## config.mk

```make
export PLATFORM = sky130hd
export DESIGN_NAME = exec_mem_unit
export DESIGN_NICKNAME = d
export VERILOG_FILES = /design/src/rtl/exec_mem_unit.sv
export SDC_FILE = /design/constraint.sdc
export NUM_CORES = 2
export LEC_CHECK = 0
export CAP_MARGIN = 0
export CORE_MARGIN = 10
export CORE_UTILIZATION = 64
export DETAILED_ROUTE_END_ITERATION = 16
export DONT_BUFFER_PORTS = 1
export PLACE_DENSITY = 0.8
export SYNTH_ARGS = -nofsm -noshare
export SYNTH_HDL_FRONTEND = slang
export SYNTH_SLANG_ARGS = --single-unit
export TNS_END_PERCENT = 20
```

## constraint.sdc

```tcl
create_clock -name clk -period 4.55 [get_ports clk]
set_input_delay 1.365 -clock clk [delete_from_list [all_inputs] [get_ports clk]]
set_output_delay 1.365 -clock clk [all_outputs]
set_load 0.005 [all_outputs]
```

## src/rtl/exec_mem_unit.sv

```systemverilog
// exec_mem_unit: decode, execute and data-memory slice of the 8-bit multi-cycle CPU
module exec_mem_unit #(
    parameter int DATA_W    = 8,
    parameter int MEM_DEPTH = 256,
    localparam int AW       = $clog2(MEM_DEPTH)
) (
    input  logic              clk,
    input  logic              rst_n,
    input  logic [DATA_W-1:0] instruction,
    input  logic [DATA_W-1:0] pc,
    input  logic              dec_en,
    input  logic              exe_en,
    input  logic              mem_en,
    input  logic [DATA_W-1:0] reg_data_0,
    input  logic [DATA_W-1:0] reg_data_1,
    input  logic [AW-1:0]     mem_address,
    input  logic [DATA_W-1:0] mem_data_w,
    output logic [1:0]        reg_addr_0,
    output logic [1:0]        reg_addr_1,
    output logic [1:0]        reg_addr_w,
    output logic              reg_w_en,
    output logic              mem_w_en,
    output logic              mem_r_en,
    output logic [DATA_W-1:0] sel_w_source,
    output logic [DATA_W-1:0] alu_result,
    output logic [DATA_W-1:0] jump,
    output logic              overflow,
    output logic [DATA_W-1:0] mem_data_r
);
    localparam logic [3:0] OP_ADD = 4'h1, OP_SUB = 4'h2, OP_AND = 4'h3, OP_OR = 4'h4,
                           OP_SLT = 4'h5, OP_SLL = 4'h6, OP_ADDI = 4'h7, OP_J = 4'h8,
                           OP_JAL = 4'h9, OP_LW = 4'hA, OP_SW = 4'hB, OP_BEQ = 4'hC,
                           OP_BNE = 4'hD, OP_LI = 4'hE, OP_NOT = 4'hF;
    logic [3:0]        w_op;
    logic [1:0]        w_fa, w_fb, w_a0, w_a1, w_aw;
    logic              w_rwe, w_mwe, w_mre, w_ovf;
    logic [DATA_W-1:0] w_sel, w_res, w_jmp, w_sx4, w_sxb, w_sum, w_dif, w_addi;
    logic [DATA_W-1:0] r_mem [MEM_DEPTH];
    assign w_op   = instruction[7:4];
    assign w_fa   = instruction[3:2];
    assign w_fb   = instruction[1:0];
    assign w_sx4  = {{(DATA_W-4){instruction[3]}}, instruction[3:0]};
    assign w_sxb  = {{(DATA_W-2){instruction[1]}}, instruction[1:0]};
    assign w_sum  = reg_data_0 + reg_data_1;
    assign w_dif  = reg_data_0 - reg_data_1;
    assign w_addi = reg_data_0 + w_sxb;
    // Control decode: register indices default to A/B/A, address-using ops read B
    always_comb begin
        w_a0  = (w_op == OP_LW || w_op == OP_SW || w_op == OP_NOT) ? w_fb : w_fa;
        w_a1  = (w_op == OP_SW) ? w_fa : w_fb;
        w_aw  = w_fa;
        w_rwe = (w_op >= OP_ADD && w_op <= OP_ADDI) || w_op == OP_LW || w_op == OP_LI || w_op == OP_NOT;
        w_mwe = (w_op == OP_JAL || w_op == OP_SW);
        w_mre = (w_op == OP_LW);
        w_sel = (w_op == OP_LW) ? '1 : '0;
    end
    // ALU: result, jump mask and signed overflow for add/sub/addi
    always_comb begin
        w_res = '0;
        w_jmp = '0;
        w_ovf = 1'b0;
        case (w_op)
            OP_ADD: begin
                w_res = w_sum;
                w_ovf = (reg_data_0[DATA_W-1] == reg_data_1[DATA_W-1]) && (w_sum[DATA_W-1] != reg_data_0[DATA_W-1]);
            end
            OP_SUB: begin
                w_res = w_dif;
                w_ovf = (reg_data_0[DATA_W-1] != reg_data_1[DATA_W-1]) && (w_dif[DATA_W-1] != reg_data_0[DATA_W-1]);
            end
            OP_AND:  w_res = reg_data_0 & reg_data_1;
            OP_OR:   w_res = reg_data_0 | reg_data_1;
            OP_SLT:  w_res = ($signed(reg_data_0) < $signed(reg_data_1)) ? DATA_W'(1) : '0;
            OP_SLL:  w_res = reg_data_0 << reg_data_1[2:0];
            OP_ADDI: begin
                w_res = w_addi;
                w_ovf = (reg_data_0[DATA_W-1] == w_sxb[DATA_W-1]) && (w_addi[DATA_W-1] != reg_data_0[DATA_W-1]);
            end
            OP_J, OP_JAL: begin
                w_res = w_sx4;
                w_jmp = '1;
            end
            OP_LW, OP_SW: w_res = reg_data_0;
            OP_BEQ, OP_BNE: begin
                w_res = ((reg_data_0 == reg_data_1) == (w_op == OP_BEQ)) ? DATA_W'(1) : '0;
                w_jmp = ((reg_data_0 == reg_data_1) == (w_op == OP_BEQ)) ? '1 : '0;
            end
            OP_LI:   w_res = {{(DATA_W-2){1'b0}}, w_fb};
            OP_NOT:  w_res = ~reg_data_0;
            default: w_res = '0;
        endcase
    end
    // Decode stage: latch control outputs on the decode strobe
    always_ff @(posedge clk or negedge rst_n) begin
        if (!rst_n) begin
            reg_addr_0   <= '0;
            reg_addr_1   <= '0;
            reg_addr_w   <= '0;
            reg_w_en     <= 1'b0;
            mem_w_en     <= 1'b0;
            mem_r_en     <= 1'b0;
            sel_w_source <= '0;
        end else if (dec_en) begin
            reg_addr_0   <= w_a0;
            reg_addr_1   <= w_a1;
            reg_addr_w   <= w_aw;
            reg_w_en     <= w_rwe;
            mem_w_en     <= w_mwe;
            mem_r_en     <= w_mre;
            sel_w_source <= w_sel;
        end
    end
    // Execute stage: latch ALU outputs on the execute strobe
    always_ff @(posedge clk or negedge rst_n) begin
        if (!rst_n) begin
            alu_result <= '0;
            jump       <= '0;
            overflow   <= 1'b0;
        end else if (exe_en) begin
            alu_result <= w_res;
            jump       <= w_jmp;
            overflow   <= w_ovf;
        end
    end
    // Memory stage: read-before-write, write gated by the decoded write enable
    always_ff @(posedge clk or negedge rst_n) begin
        if (!rst_n) begin
            mem_data_r <= '0;
            for (int i = 0; i < MEM_DEPTH; i++) r_mem[i] <= '0;
        end else if (mem_en) begin
            mem_data_r <= r_mem[mem_address];
            if (mem_w_en) r_mem[mem_address] <= mem_data_w;
        end
    end
    logic w_unused;
    assign w_unused = ^pc;
endmodule

```

Yosys cells after proc, flatten, opt, wreduce, memory -nomap -nowiden:

Cells that the tools add are included.

* bits of input ports: 53
* logic and storage cells: 333
* bits in registers: 2090
* output and inout port bits: 42

* shift operators: 1
* add/sub/neg operators: 3
* muxes and demuxes: 15
* $lt $le $gt $ge: 5
* bitwise gates (word level): 4
* reductions and logical operators: 15
* equality and inequality tests: 23

Operator list (count)
* $bwmux 2048: 1
* $pmux 8 s12: 1
* $bmux 8 s8: 1
* $demux 8 s8: 1
* $mux 8: 5
* $eq 4x4->1 const B: 8
* $add 8x8->8: 2
* $eq 4x3->1 const B: 4
* $pmux 8 s2: 1
* $ge 9x9->1 const B: 1
* $lt 9x1->1 const B: 1
* $not 8->9: 1
* $and 8x8->8: 1
* $eq 4x2->1 const B: 2
* $eq 8x8->1: 1
* $lt 8x8->1: 1
* $not 8->8: 1
* $or 8x8->8: 1
* $shl 8x3->8: 1
* $sub 8x8->8: 1
* $logic_or 1x1->1: 6
* $reduce_or 2->1: 3
* $logic_and 1x1->1: 5
* $eq 4x1->1 const B: 1
* other kinds (8): 15

Longest topological paths before layout:

* depth in word-level cells: 6
* gate-level depth with buffers: 13
* mapped depth without buffers: 11

Worst setup path before layout:

Ideal clock, no wire load.

* kind: input to register
* start: in reg_data_1[1]
* end: reg alu_result[0]
* slack: 860 ps
* cell stages on the path: 10
* required time: 4377 ps
* buffers on the path: 1
* data arrival time: 3518 ps
* setup time: 173 ps
* path through: clkbuf_1 > inv_1 > ha_1 > or4_1 > nor2_1 > xnor2_1 > nor3_1 > a311o_1 > nor3_1 > o22ai_1

* word-level cells in the longest chain between the ends: 4
* elaborated cells between the ends (all ways): 7
* those cells by class: 1 x order compare; 2 x eq/ne; 1 x shift; 3 x mux

Ends and longest elaborated chain
* start, declared: line 15 `input logic [DATA_W-1:0] reg_data_1,`
* branches (longest 3 deep; another with $lt 8x8->1)
* $pmux 8 s12 *: line 62 `case (w_op)`
* end signal, assigned: line 120 `alu_result <= w_res;`
* end, declared: line 25 `output logic [DATA_W-1:0] alu_result,`

Every way passes the cells marked *.
A chain may end at the register's enable or synchronous reset.

Worst setup path after layout:

* start: in mem_address[1]
* end: reg r_mem[696] in the netlist's numbering

* word-level cells in the longest chain between the ends: 6
* elaborated cells between the ends (all ways): 7
* those cells by class: 2 x order compare; 3 x mux; 1 x bitwise; 1 x reduce/logical

Ends and longest elaborated chain
* start, declared: line 16 `input logic [AW-1:0] mem_address,`
* $not 8->9 (implied by the code) *: line 132 `if (mem_w_en) r_mem[mem_address] <= mem_data_w;`
* $ge 9x9->1 (implied by the code) or $lt 9x1->1 (tied branches): line 132
* $logic_and 1x1->1 (implied by the code): line 132
* $mux 8 (implied by the code): line 132
* $demux 8 s8 *: line 132
* $bwmux 2048 *: line 132
* end signal, assigned by index: line 132
* end, declared: line 38 `logic [DATA_W-1:0] r_mem [MEM_DEPTH];`

Every way passes the cells marked *; elsewhere a longest branch is shown, timed or not.

==> impl_results.rst <==
.. list-table::
   :header-rows: 1

   * - Metric
     - Value
   * - Post-synth top area share
     - 0.538
   * - Final hold viol count
     - 0
   * - Headroom to the max-slew limit
     - -0.724
   * - First-pass GRT wire length
     - 396 mm
   * - Number of synthesized register bits
     - 2,075
   * - Leakage
     - 50.9 nW
   * - Most area-hungry cell type in the Yosys netlist
     - sky130_fd_sc_hd__dfrtp_1
   * - M1 wire length
     - 103 mm
   * - Top cell by count, worst path
     - sky130_fd_sc_hd__nor2_2
   * - Horizontal extent of the die
     - 408 um
   * - Synthesized netlist cell count
     - 6,350
   * - Final weighted congestion in routability-driven placement
     - 0.964
   * - Die Area
     - 0.167 mm^2
   * - Layout cells sized above 1
     - 0.506
   * - Sequential area share after synthesis
     - 0.538
   * - Slew of the pin with the lowest slew margin
     - 2.59 ns
   * - Highest metal used
     - met5
   * - Sink Count
     - 2,075
   * - Ratio of routed vias to standard cells
     - 6.86
   * - Critical Path AT
     - 5.82 ns
   * - Type of element launching the critical path
     - input pin
   * - Iteration-0 DRC Markers
     - 6,459
   * - Max IR drop VDD
     - 0.000370 V
   * - Count of buffers inserted at the top-level ports
     - 0
   * - Setup repair after global routing missed its margin
     - false
   * - Count of standard-cell rows
     - 142
   * - Worst Setup Path Type
     - in -> reg
   * - Highest net fanout along the worst path
     - 468
   * - Fin Clk Skew
     - 0.0422 ns
   * - Hold-fix buffer count after cts
     - 0
   * - Deepest clock path buffer count
     - 3
   * - Cell at the root of the clock tree
     - sky130_fd_sc_hd__clkbuf_16
   * - Post-layout worst setup margin
     - -0.557 ns
   * - Number of post-CTS setup repair buffers
     - 0
   * - Final routed DRC violation total
     - 0
   * - Slowest Stage Delay on Critical Path
     - 1.03 ns
   * - Count of pins over their slew limit
     - 533
   * - Initial standard-cell utilization of the core
     - 0.644
   * - Htree depth
     - 4
   * - Shortest clock period the worst path allows after layout
     - 5.11 ns
   * - Sum of net half-perimeters after detailed placement
     - 158 mm
   * - Share of flip-flops with an asynchronous set or reset
     - 1.00
   * - GRT Overall Usage
     - 0.313
   * - Final Util
     - 0.708
   * - Pin count of the biggest net entering global routing
     - 558
   * - Kind of end point of the critical path
     - flip-flop
   * - Via count of the first global-routing pass
     - 60,500
   * - Antenna-violating nets left
     - 0
   * - Final #Nets
     - 6,453
   * - Met2 wire length
     - 118 mm
   * - Cell with the biggest individual delay on the critical path
     - sky130_fd_sc_hd__nor2_2
   * - Floorplan core area
     - 0.150 mm^2
   * - Number of setup violations in the final report
     - 716
   * - Most common flop cell mapped by yosys
     - sky130_fd_sc_hd__dfrtp_1
   * - Worst Hold Class
     - in -> async
   * - Count of flip-flops with a built-in enable after synthesis
     - 0
   * - Sum of routed wire length over all layers
     - 263 mm
   * - Clock-pin slew on the worst setup and hold paths
     - 0.06 ns
   * - Tightest hold margin
     - 0.469 ns
   * - Synth Cell Area
     - 0.0966 mm^2
   * - Met3 layer wire length in the routed design
     - 27.5 mm
   * - Clock insertion delay at the later pin of the skew report
     - 0.86 ns
   * - Final cycle utilization of the critical path
     - 1.12
   * - Ports
     - 95
   * - Post-cts resize count
     - 0
   * - P per Cell Area
     - 352 mW/mm^2
   * - Violated checks
     - slew limit, setup timing
   * - Drt pass-1 iters
     - 10
   * - Total clock buffers created by CTS
     - 205
   * - Average instance area after synthesis
     - 15.2 um^2
   * - Required @ worst endpoint
     - 5.26 ns
   * - Mean routed wirelength per cell
     - 30.8 um
   * - Largest cells by area after synthesis
     - sky130_fd_sc_hd__dfrtp_1 54%, sky130_fd_sc_hd__mux2_2 24%, sky130_fd_sc_hd__mux4_2 12%, sky130_fd_sc_hd__clkbuf_1 1.2%, sky130_fd_sc_hd__mux2i_1 0.88%
   * - Number of antenna violations at the first check in global routing
     - 10
   * - Buf/Inv on CP
     - 1
   * - Run status
     - finished with violations
   * - Count of max-cap constraint violations
     - 0
   * - Synth unique cells
     - 70
   * - Synthesis warning total
     - 0
   * - TritonCTS clock tree
     - built
   * - Area added between synthesis and finish
     - 9.97%
   * - GR Overflow Total
     - 0
   * - Critical path, cell by cell
     - nor2_2, nand3_1, nor2_2, buf_4, nand2_1, mux2_2
   * - CP delay by family, top
     - simple AND/OR/NAND/NOR gates
   * - Count of vias placed by the detailed router
     - 58,600
   * - Maximum clock rate
     - 196 MHz
   * - Total negative slack
     - -139.41 ns
   * - Die span in y
     - 408 um
   * - Net count after synthesis
     - 6,440
routing by layer:
metal / vias up / track usage
met3: 709 / 0.0990
li1: 23700 / -
met2: 2764 / 0.465
met1: 31500 / 0.424
met4: 14 / 0.144
met5: - / 0.000287
cell families after synthesis:
logic type,synth area share
adders and majority gates,0.00503
DFF,0.538
xor gates and xnor gates,0.00127
buffers and inverters,0.0252
muxes,0.372
AOI/OAI and AO/OA,0.0261
and+or+nand+nor,0.0330
worst reg2reg max path: cells and delay by family, from the launching register on:
kind / cells / cell delay, ns
simple gates: 1 / 0.66
compound gates: 4 / 1.72
flops: 1 / 0.38
mux: 1 / 0.53
registers in the layout (all words and copies together), names as in the netlist:
signal,flops
alu_result,8
r_mem,2048
reg_w_en,1
overflow,1
mem_data_r,8
reg_addr_w,2
mem_w_en,1
reg_addr_1,2
jump,1
sel_w_source,1
reg_addr_0,2
stage by stage:
stage	area [um^2]	setup slack [ns]	cells	power, W
finish	106000	-0.557	8550	0.0373
CTS	106000	0.721	8546	0.0375
global route	106000	0.201	8546	0.0384
floorplan	96600	0.860	6350	0.0203
detailed placement	99500	-0.130	8172	0.0206
global placement	99500	-0.154	8172	0.0206
cells in the final DEF, fill, tap and decap left out, types with 20 or more instances in the layout:
| cell type | Yosys | routed |
|---|---|---|
| sky130_fd_sc_hd__o21ai_0 | 48 | 48 |
| sky130_fd_sc_hd__nor2b_1 | 29 | 25 |
| sky130_fd_sc_hd__nor2_1 | 193 | 185 |
| sky130_fd_sc_hd__nand3_1 | 54 | 54 |
| sky130_fd_sc_hd__mux2i_1 | 85 | 85 |
| sky130_fd_sc_hd__inv_1 | 37 | 36 |
| sky130_fd_sc_hd__clkinv_2 | 0 | 33 |
| sky130_fd_sc_hd__buf_4 | 47 | 260 |
| sky130_fd_sc_hd__mux2_2 | 2058 | 2058 |
| sky130_fd_sc_hd__a22o_1 | 20 | 20 |
| sky130_fd_sc_hd__clkbuf_16 | 0 | 209 |
| sky130_fd_sc_hd__a21oi_1 | 77 | 77 |
| sky130_fd_sc_hd__buf_12 | 0 | 30 |
| sky130_fd_sc_hd__nor2_2 | 75 | 81 |
| sky130_fd_sc_hd__a221oi_1 | 21 | 21 |
| sky130_fd_sc_hd__clkbuf_8 | 0 | 53 |
| sky130_fd_sc_hd__clkbuf_1 | 318 | 57 |
| sky130_fd_sc_hd__a211oi_1 | 21 | 21 |
| sky130_fd_sc_hd__dfrtp_1 | 2075 | 2075 |
| sky130_fd_sc_hd__a22oi_1 | 63 | 63 |
| sky130_fd_sc_hd__mux4_2 | 528 | 528 |
| sky130_fd_sc_hd__ha_1 | 34 | 34 |
| sky130_fd_sc_hd__nand2_1 | 207 | 206 |
synthesized netlist by cell type, types with 12 or more instances:
master                     count
sky130_fd_sc_hd__nand3_1      54
sky130_fd_sc_hd__mux4_2      528
sky130_fd_sc_hd__a22oi_1      63
sky130_fd_sc_hd__o21ai_0      48
sky130_fd_sc_hd__a21oi_1      77
sky130_fd_sc_hd__buf_2        65
sky130_fd_sc_hd__xnor2_1      14
sky130_fd_sc_hd__clkbuf_1    318
sky130_fd_sc_hd__nor2_2       75
sky130_fd_sc_hd__inv_1        37
sky130_fd_sc_hd__a221oi_1     21
sky130_fd_sc_hd__mux2i_1      85
sky130_fd_sc_hd__nand2_1     207
sky130_fd_sc_hd__dfrtp_1    2075
sky130_fd_sc_hd__nor2_1      193
sky130_fd_sc_hd__ha_1         34
sky130_fd_sc_hd__a22o_1       20
sky130_fd_sc_hd__mux2_2     2058
sky130_fd_sc_hd__buf_6        27
sky130_fd_sc_hd__buf_4        47
sky130_fd_sc_hd__nor2b_1      29
sky130_fd_sc_hd__nor3_1       19
sky130_fd_sc_hd__nand2b_1     19
sky130_fd_sc_hd__a211oi_1     21
sky130_fd_sc_hd__nand4_1      12
sky130_fd_sc_hd__buf_1        27
sky130_fd_sc_hd__o22ai_1      18
where the power goes:
part | total [W] | leakage (nW) | switching, W | internal [W]
registers | 0.0188 | 28.9 | 0.000132 | 0.0186
logic | 0.00153 | 18.7 | 0.000871 | 0.000662
clock network | 0.0170 | 3.34 | 0.00731 | 0.00972
total | 0.0373 | 50.9 | 0.00832 | 0.0290
final cells by class:
type	instances	area, um^2
clock inverter	55	581
fill	9547	43700
timing repair buffer	291	2580
inverter	38	148
tap	2016	2520
multi-input combinational	3752	42300
antenna	4	10.0
sequential	2075	51900
clock buffer	319	6170
worst paths after layout:
path | startpoint | end | slack [ns] | cells past startpoint
worst max-delay path | mem_address[1] | r_mem[696] | -0.56 | 6
worst min-delay path | rst_n | r_mem[1122] | 0.47 | 1
worst max register to register | r_mem[1124] | mem_data_r[4] | 1.12 | 6
worst min register to register | r_mem[1069] | r_mem[1069] | 0.50 | 1
max in group asynchronous | rst_n | r_mem[128] | 2.84 | 2
min in group clk | r_mem[1069] | r_mem[1069] | 0.50 | 1
Power figures use the tool's default switching activity.
